**src/rtl/issue_sequencer_pkg.sv**
```systemverilog
// Shared types and constants for the rapids issue path: instruction layout,
// register/op types, sequencer states and vector element count decoding.
package rapids_pkg;

   localparam int unsigned OP_LSB    = 29;
   localparam int unsigned OP_W      = 3;
   localparam int unsigned VCODE_LSB = 27;
   localparam int unsigned VCODE_W   = 2;
   localparam int unsigned FORM_LSB  = 26;
   localparam int unsigned A_LSB     = 22;
   localparam int unsigned B_LSB     = 18;
   localparam int unsigned Y1_LSB    = 14;
   localparam int unsigned Y2_LSB    = 10;
   localparam int unsigned REG_W     = 4;
   localparam int unsigned WR_LSB    = 8;
   localparam int unsigned WR_W      = 2;

   typedef logic [OP_W-1:0]  op_t;
   typedef logic [REG_W-1:0] reg_t;

   typedef enum logic {
      IDLE = 1'b0,
      RUN  = 1'b1
   } seq_state_t;

   // Bits [31:8] of the instruction word; the low byte is never stored.
   typedef struct packed {
      op_t                 op;
      logic [VCODE_W-1:0]  vcode;
      logic                form;
      reg_t                a;
      reg_t                b;
      reg_t                y1;
      reg_t                y2;
      logic [WR_W-1:0]     write;
   } instr_t;

   function automatic logic [3:0] vcode_to_n(input logic [VCODE_W-1:0] vcode);
      return 4'd1 << vcode;
   endfunction

endpackage

```
**src/rtl/issue_sequencer_if.sv**
```systemverilog
// Fetch-side handshake plus issue bus of the sequencer.
interface issue_sequencer_if;
   import rapids_pkg::*;

   logic        in_valid;
   logic        in_ready;
   logic [31:0] instruction;
   logic        flush;
   logic        issue_valid;
   op_t         issue_op;
   logic        issue_form;
   reg_t        issue_a;
   reg_t        issue_b;
   reg_t        issue_y1;
   reg_t        issue_y2;
   logic [1:0]  issue_write;
   logic        program_counter_inc;

   modport master (
      output in_valid, instruction, flush,
      input  in_ready, issue_valid, issue_op, issue_form, issue_a, issue_b,
             issue_y1, issue_y2, issue_write, program_counter_inc
   );

   modport slave (
      input  in_valid, instruction, flush,
      output in_ready, issue_valid, issue_op, issue_form, issue_a, issue_b,
             issue_y1, issue_y2, issue_write, program_counter_inc
   );

endinterface

```
**src/rtl/issue_sequencer_write_scoreboard.sv**
```systemverilog
// Write-latency scoreboard: a LAT-deep shift of register write masks whose OR
// marks registers with results still in flight.
module write_scoreboard
   import rapids_pkg::*;
#(
   parameter int unsigned LAT  = 2,
   parameter int unsigned NREG = 16
) (
   input  logic            clk,
   input  logic            rst,
   input  logic [NREG-1:0] set_mask_i,
   input  reg_t [3:0]      rd_sel_i,
   output logic [NREG-1:0] pending_o,
   output logic [3:0]      rd_pend_o
);

   logic [NREG-1:0] stage_q [LAT];

   always_ff @(posedge clk) begin
      if (rst) begin
         for (int unsigned i = 0; i < LAT; i++) stage_q[i] <= '0;
      end else begin
         stage_q[0] <= set_mask_i;
         for (int unsigned i = 1; i < LAT; i++) stage_q[i] <= stage_q[i-1];
      end
   end

   always_comb begin
      pending_o = '0;
      for (int unsigned i = 0; i < LAT; i++) pending_o = pending_o | stage_q[i];
   end

   always_comb begin
      rd_pend_o = '0;
      for (int unsigned k = 0; k < 4; k++) rd_pend_o[k] = pending_o[rd_sel_i[k]];
   end

endmodule

```
**src/rtl/issue_sequencer.sv**
```systemverilog
// Issue sequencer: accepts instructions, expands vectors into per-element
// micro-ops and stalls on scoreboard hazards.
module issue_sequencer
   import rapids_pkg::*;
#(
   parameter int unsigned LAT  = 2,
   parameter int unsigned NREG = 16
) (
   input logic              clk,
   input logic              rst,
   issue_sequencer_if.slave bus
);

   seq_state_t      state_q, state_d;
   instr_t          instr_q, instr_d;
   logic [2:0]      e_q, e_d;
   reg_t [3:0]      sel;
   logic [3:0]      sel_pend;
   logic [NREG-1:0] dest_mask, set_mask, unused_pending;
   logic            hazard, last, issue, ready, pc_inc;
   logic            unused_low;

   assign unused_low = ^bus.instruction[WR_LSB-1:0];

   assign sel[0] = instr_q.a  + reg_t'({1'b0, e_q});
   assign sel[1] = instr_q.b  + reg_t'({1'b0, e_q});
   assign sel[2] = instr_q.y1 + reg_t'({1'b0, e_q});
   assign sel[3] = instr_q.y2 + reg_t'({1'b0, e_q});

   assign last = ({1'b0, e_q} == vcode_to_n(instr_q.vcode) - 4'd1);

   always_comb begin
      dest_mask = '0;
      for (int unsigned r = 0; r < NREG; r++)
         dest_mask[r] = (instr_q.write[0] && sel[2] == reg_t'(r)) ||
                        (instr_q.write[1] && sel[3] == reg_t'(r));
   end

   assign hazard = sel_pend[0] | sel_pend[1] |
                   (instr_q.write[0] & sel_pend[2]) |
                   (instr_q.write[1] & sel_pend[3]);

   always_comb begin
      state_d  = state_q;
      instr_d  = instr_q;
      e_d      = e_q;
      issue    = 1'b0;
      ready    = 1'b0;
      pc_inc   = 1'b0;
      set_mask = '0;
      if (bus.flush) begin
         state_d = IDLE;
      end else begin
         case (state_q)
            IDLE: begin
               ready = 1'b1;
               if (bus.in_valid) begin
                  instr_d = instr_t'(bus.instruction[31:WR_LSB]);
                  e_d     = '0;
                  state_d = RUN;
               end
            end
            RUN: begin
               if (!hazard) begin
                  issue    = 1'b1;
                  set_mask = dest_mask;
                  if (last) begin
                     pc_inc = 1'b1;
                     ready  = 1'b1;
                     e_d    = '0;
                     if (bus.in_valid) instr_d = instr_t'(bus.instruction[31:WR_LSB]);
                     else              state_d = IDLE;
                  end else begin
                     e_d = e_q + 3'd1;
                  end
               end
            end
            default: state_d = IDLE;
         endcase
      end
   end

   always_ff @(posedge clk) begin
      if (rst) begin
         state_q <= IDLE;
         instr_q <= '0;
         e_q     <= '0;
      end else begin
         state_q <= state_d;
         instr_q <= instr_d;
         e_q     <= e_d;
      end
   end

   write_scoreboard #(.LAT(LAT), .NREG(NREG)) u_scoreboard (
      .clk        (clk),
      .rst        (rst),
      .set_mask_i (set_mask),
      .rd_sel_i   (sel),
      .pending_o  (unused_pending),
      .rd_pend_o  (sel_pend)
   );

   assign bus.in_ready            = ready;
   assign bus.issue_valid         = issue;
   assign bus.program_counter_inc = pc_inc;
   assign bus.issue_op            = instr_q.op;
   assign bus.issue_form          = instr_q.form;
   assign bus.issue_a             = sel[0];
   assign bus.issue_b             = sel[1];
   assign bus.issue_y1            = sel[2];
   assign bus.issue_y2            = sel[3];
   assign bus.issue_write         = instr_q.write;

endmodule
```
**src/flat_wrapper.sv**
```systemverilog
// flat-port wrapper written by rule: the top's interface ports become plain ports
module issue_sequencer_flat import rapids_pkg::*;
#(
   parameter int unsigned LAT  = 2,
   parameter int unsigned NREG = 16
)
  (clk, rst, bus_in_valid, bus_instruction, bus_flush, bus_in_ready, bus_issue_valid, bus_issue_op, bus_issue_form, bus_issue_a, bus_issue_b, bus_issue_y1, bus_issue_y2, bus_issue_write, bus_program_counter_inc);
  issue_sequencer_if bus_i ();
  input logic clk;
  input logic rst;
  input wire logic [$bits(bus_i.in_valid)-1:0] bus_in_valid;
  input wire logic [$bits(bus_i.instruction)-1:0] bus_instruction;
  input wire logic [$bits(bus_i.flush)-1:0] bus_flush;
  output wire logic [$bits(bus_i.in_ready)-1:0] bus_in_ready;
  output wire logic [$bits(bus_i.issue_valid)-1:0] bus_issue_valid;
  output wire logic [$bits(bus_i.issue_op)-1:0] bus_issue_op;
  output wire logic [$bits(bus_i.issue_form)-1:0] bus_issue_form;
  output wire logic [$bits(bus_i.issue_a)-1:0] bus_issue_a;
  output wire logic [$bits(bus_i.issue_b)-1:0] bus_issue_b;
  output wire logic [$bits(bus_i.issue_y1)-1:0] bus_issue_y1;
  output wire logic [$bits(bus_i.issue_y2)-1:0] bus_issue_y2;
  output wire logic [$bits(bus_i.issue_write)-1:0] bus_issue_write;
  output wire logic [$bits(bus_i.program_counter_inc)-1:0] bus_program_counter_inc;
  assign bus_i.in_valid = bus_in_valid;
  assign bus_i.instruction = bus_instruction;
  assign bus_i.flush = bus_flush;
  assign bus_in_ready = bus_i.in_ready;
  assign bus_issue_valid = bus_i.issue_valid;
  assign bus_issue_op = bus_i.issue_op;
  assign bus_issue_form = bus_i.issue_form;
  assign bus_issue_a = bus_i.issue_a;
  assign bus_issue_b = bus_i.issue_b;
  assign bus_issue_y1 = bus_i.issue_y1;
  assign bus_issue_y2 = bus_i.issue_y2;
  assign bus_issue_write = bus_i.issue_write;
  assign bus_program_counter_inc = bus_i.program_counter_inc;
  issue_sequencer #(.LAT(LAT), .NREG(NREG)) u_core (.clk(clk), .rst(rst), .bus(bus_i));
endmodule
```
**config.mk**
```make
export PLATFORM = sky130hd
export DESIGN_NAME = issue_sequencer_flat
export DESIGN_NICKNAME = d
export VERILOG_FILES = /design/src/rtl/issue_sequencer_pkg.sv /design/src/rtl/issue_sequencer_if.sv /design/src/rtl/issue_sequencer_write_scoreboard.sv /design/src/rtl/issue_sequencer.sv /design/src/flat_wrapper.sv
export SDC_FILE = /design/constraint.sdc
export NUM_CORES = 1
export LEC_CHECK = 0
export CORE_ASPECT_RATIO = 0.9
export CORE_UTILIZATION = 29
export CTS_CLUSTER_DIAMETER = 40
export DETAILED_ROUTE_END_ITERATION = 12
export GPL_TIMING_DRIVEN = 0
export PLACE_DENSITY_LB_ADDON = 0.1
export SKIP_LAST_GASP = 1
export SYNTH_ARGS = -nofsm -noshare
export SYNTH_HDL_FRONTEND = slang
export SYNTH_SLANG_ARGS = --single-unit
export TNS_END_PERCENT = 5
```
**constraint.sdc**
```tcl
create_clock -name clk -period 4.8 [get_ports clk]
set_clock_uncertainty 0.15 [all_clocks]
set_input_delay 0.72 -clock clk [delete_from_list [all_inputs] [get_ports clk]]
set_output_delay 0.72 -clock clk [all_outputs]
set_load 0.05 [all_outputs]
```
==> run_results.csv <==
group,metric,value,unit
floorplanning,die_h,105,um
setup_path,cp.buffers_inverters,2,
drt,ant_nets,0,
sta,fin_setup_tns,0,ps
status,run_status,"completed",
sta,layout_setup_ws,175,ps
grt,overflow,0,
grt,antenna_found_initial,0,
setup_path,endpoint_kind,"output port",
cts,clock-sinks,60,
sta,period_share,0.964,
sta,max_slew.worst_pin.slew,733,ps
sta,rsz0062_at_grt,"true",
setup_path,required,3930,ps
floorplanning,coreArea,11500,um2
sta,period_needed,4630,ps
cts,clockBufferDepth,2,
yosys,syn_area,3440,um2
power_and_ir_drop,p_per_area,340,nW/um2
sta,finalHoldViolCount,0,
grt,grt_max_degree,13,
drt,drtIter0Drc,171,
place,place.gp.congestion,0.763,
yosys,synth_ff_type,"dfxtp_1",
setup_path,max_stage_delay,560,ps
yosys,yosys_register_bits,60,
setup_path,path_class,"flop to output port",
yosys,synth_cells,365,
drt,via_count,2817,
cts,cts_tree,"done",
cts,root_buffer,"clkbuf_16",
setup_path,worstPathArrival,3760,ps
setup_path,crit_slowest_cell,"mux4_2",
yosys,yosysTopAreaCell,"dfxtp_1",
setup_path,cp_max_fo,9,
run,drv_cap,0,
grt,grt_pass1_wl,14800,um
yosys,ys_types,49,
drt,firstDrtPassIters,5,
sta,finalMaxSlewViolations,0,
yosys,synth_top_family_by_area,"simple AND/OR/NAND/NOR gates",
yosys,yosysSeqAreaShare,0.349,
sta,fmax,216,MHz
setup_path,path_cells,"ha_1, fa_1, xor2_1, mux4_2, mux2i_1, nand2_1, or2_1, buf_6, nor3_2, dlygate4sd2_1",
yosys,syn_area_per_cell,9.42,um2
place,pre_cts_ws,-167,ps
cts,htreeDepth,3,
drt,drc,0,
floorplanning,ioPinCount,61,
place,dp_hpwl,7030,um
drt,drt_wl_total,9210,um
drt,drt-vias-per-instance,4.78,
worst_hold_path,whs_path_depth,2,
layout,diodes,0,
setup_path,cp_top_family,"multiplexers",
yosys,synth_edf_count,0,
yosys,synth_compound_area_frac,0.107,
layout,fillers,1230,
yosys,yosysTopAreaCellShare,0.349,
sta,setup_violations,0,
layout,syn2layout_area_growth,31.0,%
floorplanning,die_x,117,um
yosys,synth_simple_gate_area_share,0.232,
drt,avgRoutedWirePerCell,15.6,um
yosys,synthAdderAreaFrac,0.0706,
layout,stdcell_area,4500,um2
floorplanning,rows,37,
grt,grt_pass1_vias,2817,
yosys,yosysWarnings,0,
sta,slew_headroom,0.508,
setup_path,path_depth,10,
power_and_ir_drop,p_total,1.53,mW
setup_path,rrSetupSlack,820,ps
yosys,syn_nets,418,
floorplanning,die_area,12300,um2
layout,final_nets,481,
power_and_ir_drop,vdd_drop_max,0.183,mV
yosys,synth_mux_area_frac,0.158,
setup_path,reg2reg_depth,11,
layout,drive_gt1_frac,0.166,
yosys,synth_xor_xnor_area_share,0.0229,
cts,insertion_delay,330,ps
yosys,synthTopCellsByArea,"dfxtp_1 (35%), mux2i_1 (8.4%), mux4_2 (6.6%)",
sta,hold_slack,307,ps
yosys,synthArstFlopShare,0,
grt,gr-usage-all-layers,0.163,
cts,cts_buffers,9,
place,portBuffers,52,
worst_hold_path,hp-class,"flop to flop",
cts,path_clk_slew,50,ps
setup_path,critPathLaunchType,"flop",
place,placed_area,4160,um2
power_and_ir_drop,p_leak,1.74,nW
floorplanning,start_util,0.299,
what timing repair did:
item,CTS,global route
setup buffers,0,0
gates resized for setup,9,8
pin swaps,0,0
hold endpoints to repair,0,0
hold buffers,0,0
endpoints found under the setup margin,3,3
gates cloned,0,0
worst paths after layout:
kind,start,end
max,u_core.e_q[0],bus_issue_valid
min reg2reg,u_core.bus.issue_op[2],u_core.bus.issue_op[2]
min,u_core.bus.issue_op[2],u_core.bus.issue_op[2]
max reg2reg,u_core.e_q[0],u_core.instr_q[17]
cell usage in the layout, fill, tap and decap left out, drive strengths merged, types with 3 or more instances in the layout:
cell type	netlist	final
nor3b	3	3
clkdlybuf4s50	0	49
xnor2	5	5
a21oi	16	16
a211oi	3	3
mux2i	29	29
clkbuf	7	21
nor3	15	15
ha	13	13
nor2b	17	17
xor2	4	4
a21o	4	4
nand3	3	3
inv	13	13
nand2	55	55
buf	15	15
dfxtp	60	60
fa	4	4
a22oi	18	18
and3	3	3
mux4	11	11
nor2	42	42
Yosys cell counts (2+ instances only):
master / count
buf_6: 5
nor2b_1: 17
inv_1: 10
xnor2_1: 5
buf_2: 3
nor3b_1: 3
a211oi_1: 3
dfxtp_1: 60
mux4_2: 10
and3_2: 3
nand3_1: 3
a211o_1: 2
nand4_1: 2
a21o_1: 4
buf_4: 5
nor3_1: 14
and2_2: 2
nand2b_1: 2
nand2_1: 55
nor4_1: 2
clkbuf_1: 7
inv_2: 3
xor2_1: 4
a21oi_1: 16
fa_1: 4
a22oi_1: 18
nor2_1: 32
mux2i_1: 29
nor2_4: 10
ha_1: 13
per-layer routing:
metal | part of all wire | track usage | wire (um) | vias to the layer above
li1 | - | - | - | 1408
met2 | 0.43 | 0.238 | 4000 | 67
met5 | 0 | 0 | 0 | -
met1 | 0.50 | 0.231 | 4560 | 1331
met3 | 0.054 | 0.0374 | 497 | 11
met4 | 0.016 | 0.0615 | 148 | 0
cell type report:
type	count	area (um2)	share of cell area
multi-input combinational	270	2060	0.459
sequential	60	1200	0.267
clock inverter	4	72.6	0.0161
tap	156	195	0.0434
buffer	22	159	0.0353
timing repair buffer	52	512	0.114
inverter	13	48.8	0.0108
clock buffer	12	246	0.0548
state kept, by name, indices dropped and copies added (netlist names):
register                     count
u_core.bus.issue_form            1
u_core.state_q                   1
u_core.u_scoreboard.stage_q     32
u_core.bus.issue_write           2
u_core.instr_q                  18
u_core.bus.issue_op              3
u_core.e_q                       3
report_power, final:
group          switching [mW]  leakage, nW  internal (mW)
logic                   0.182         1.10          0.124
clock network           0.226        0.153          0.468
registers              0.0155        0.488          0.517
per-stage QoR:
step | std cells | utilization
floorplan | 365 | -
global placement | 573 | 0.363
detailed placement | 573 | 0.363
CTS | 589 | 0.392
global route | 589 | 0.392
finish | 589 | 0.392
cells by family (layout without fill, tap and decap cells):
family,count (synthesis),after routing
buffers and inverters,35,103
multiplexers,40,40
adder cells (fa/ha/maj),17,17
XOR/XNOR,9,9
AO/OA/AOI/OAI,51,51
AND/OR/NAND/NOR,153,153
flip-flops,60,60
worst reg2reg max path, stage by stage (launching register included):
cell,delay (ps)
dfxtp_2,380
ha_1,260
fa_1,430
xor2_1,440
mux4_2,560
mux2i_1,150
nand2_1,160
or2_1,280
buf_6,140
o31ai_4,500
buf_6,250
mux2i_1,210
No activity file was read; power rests on OpenSTA's default activity.
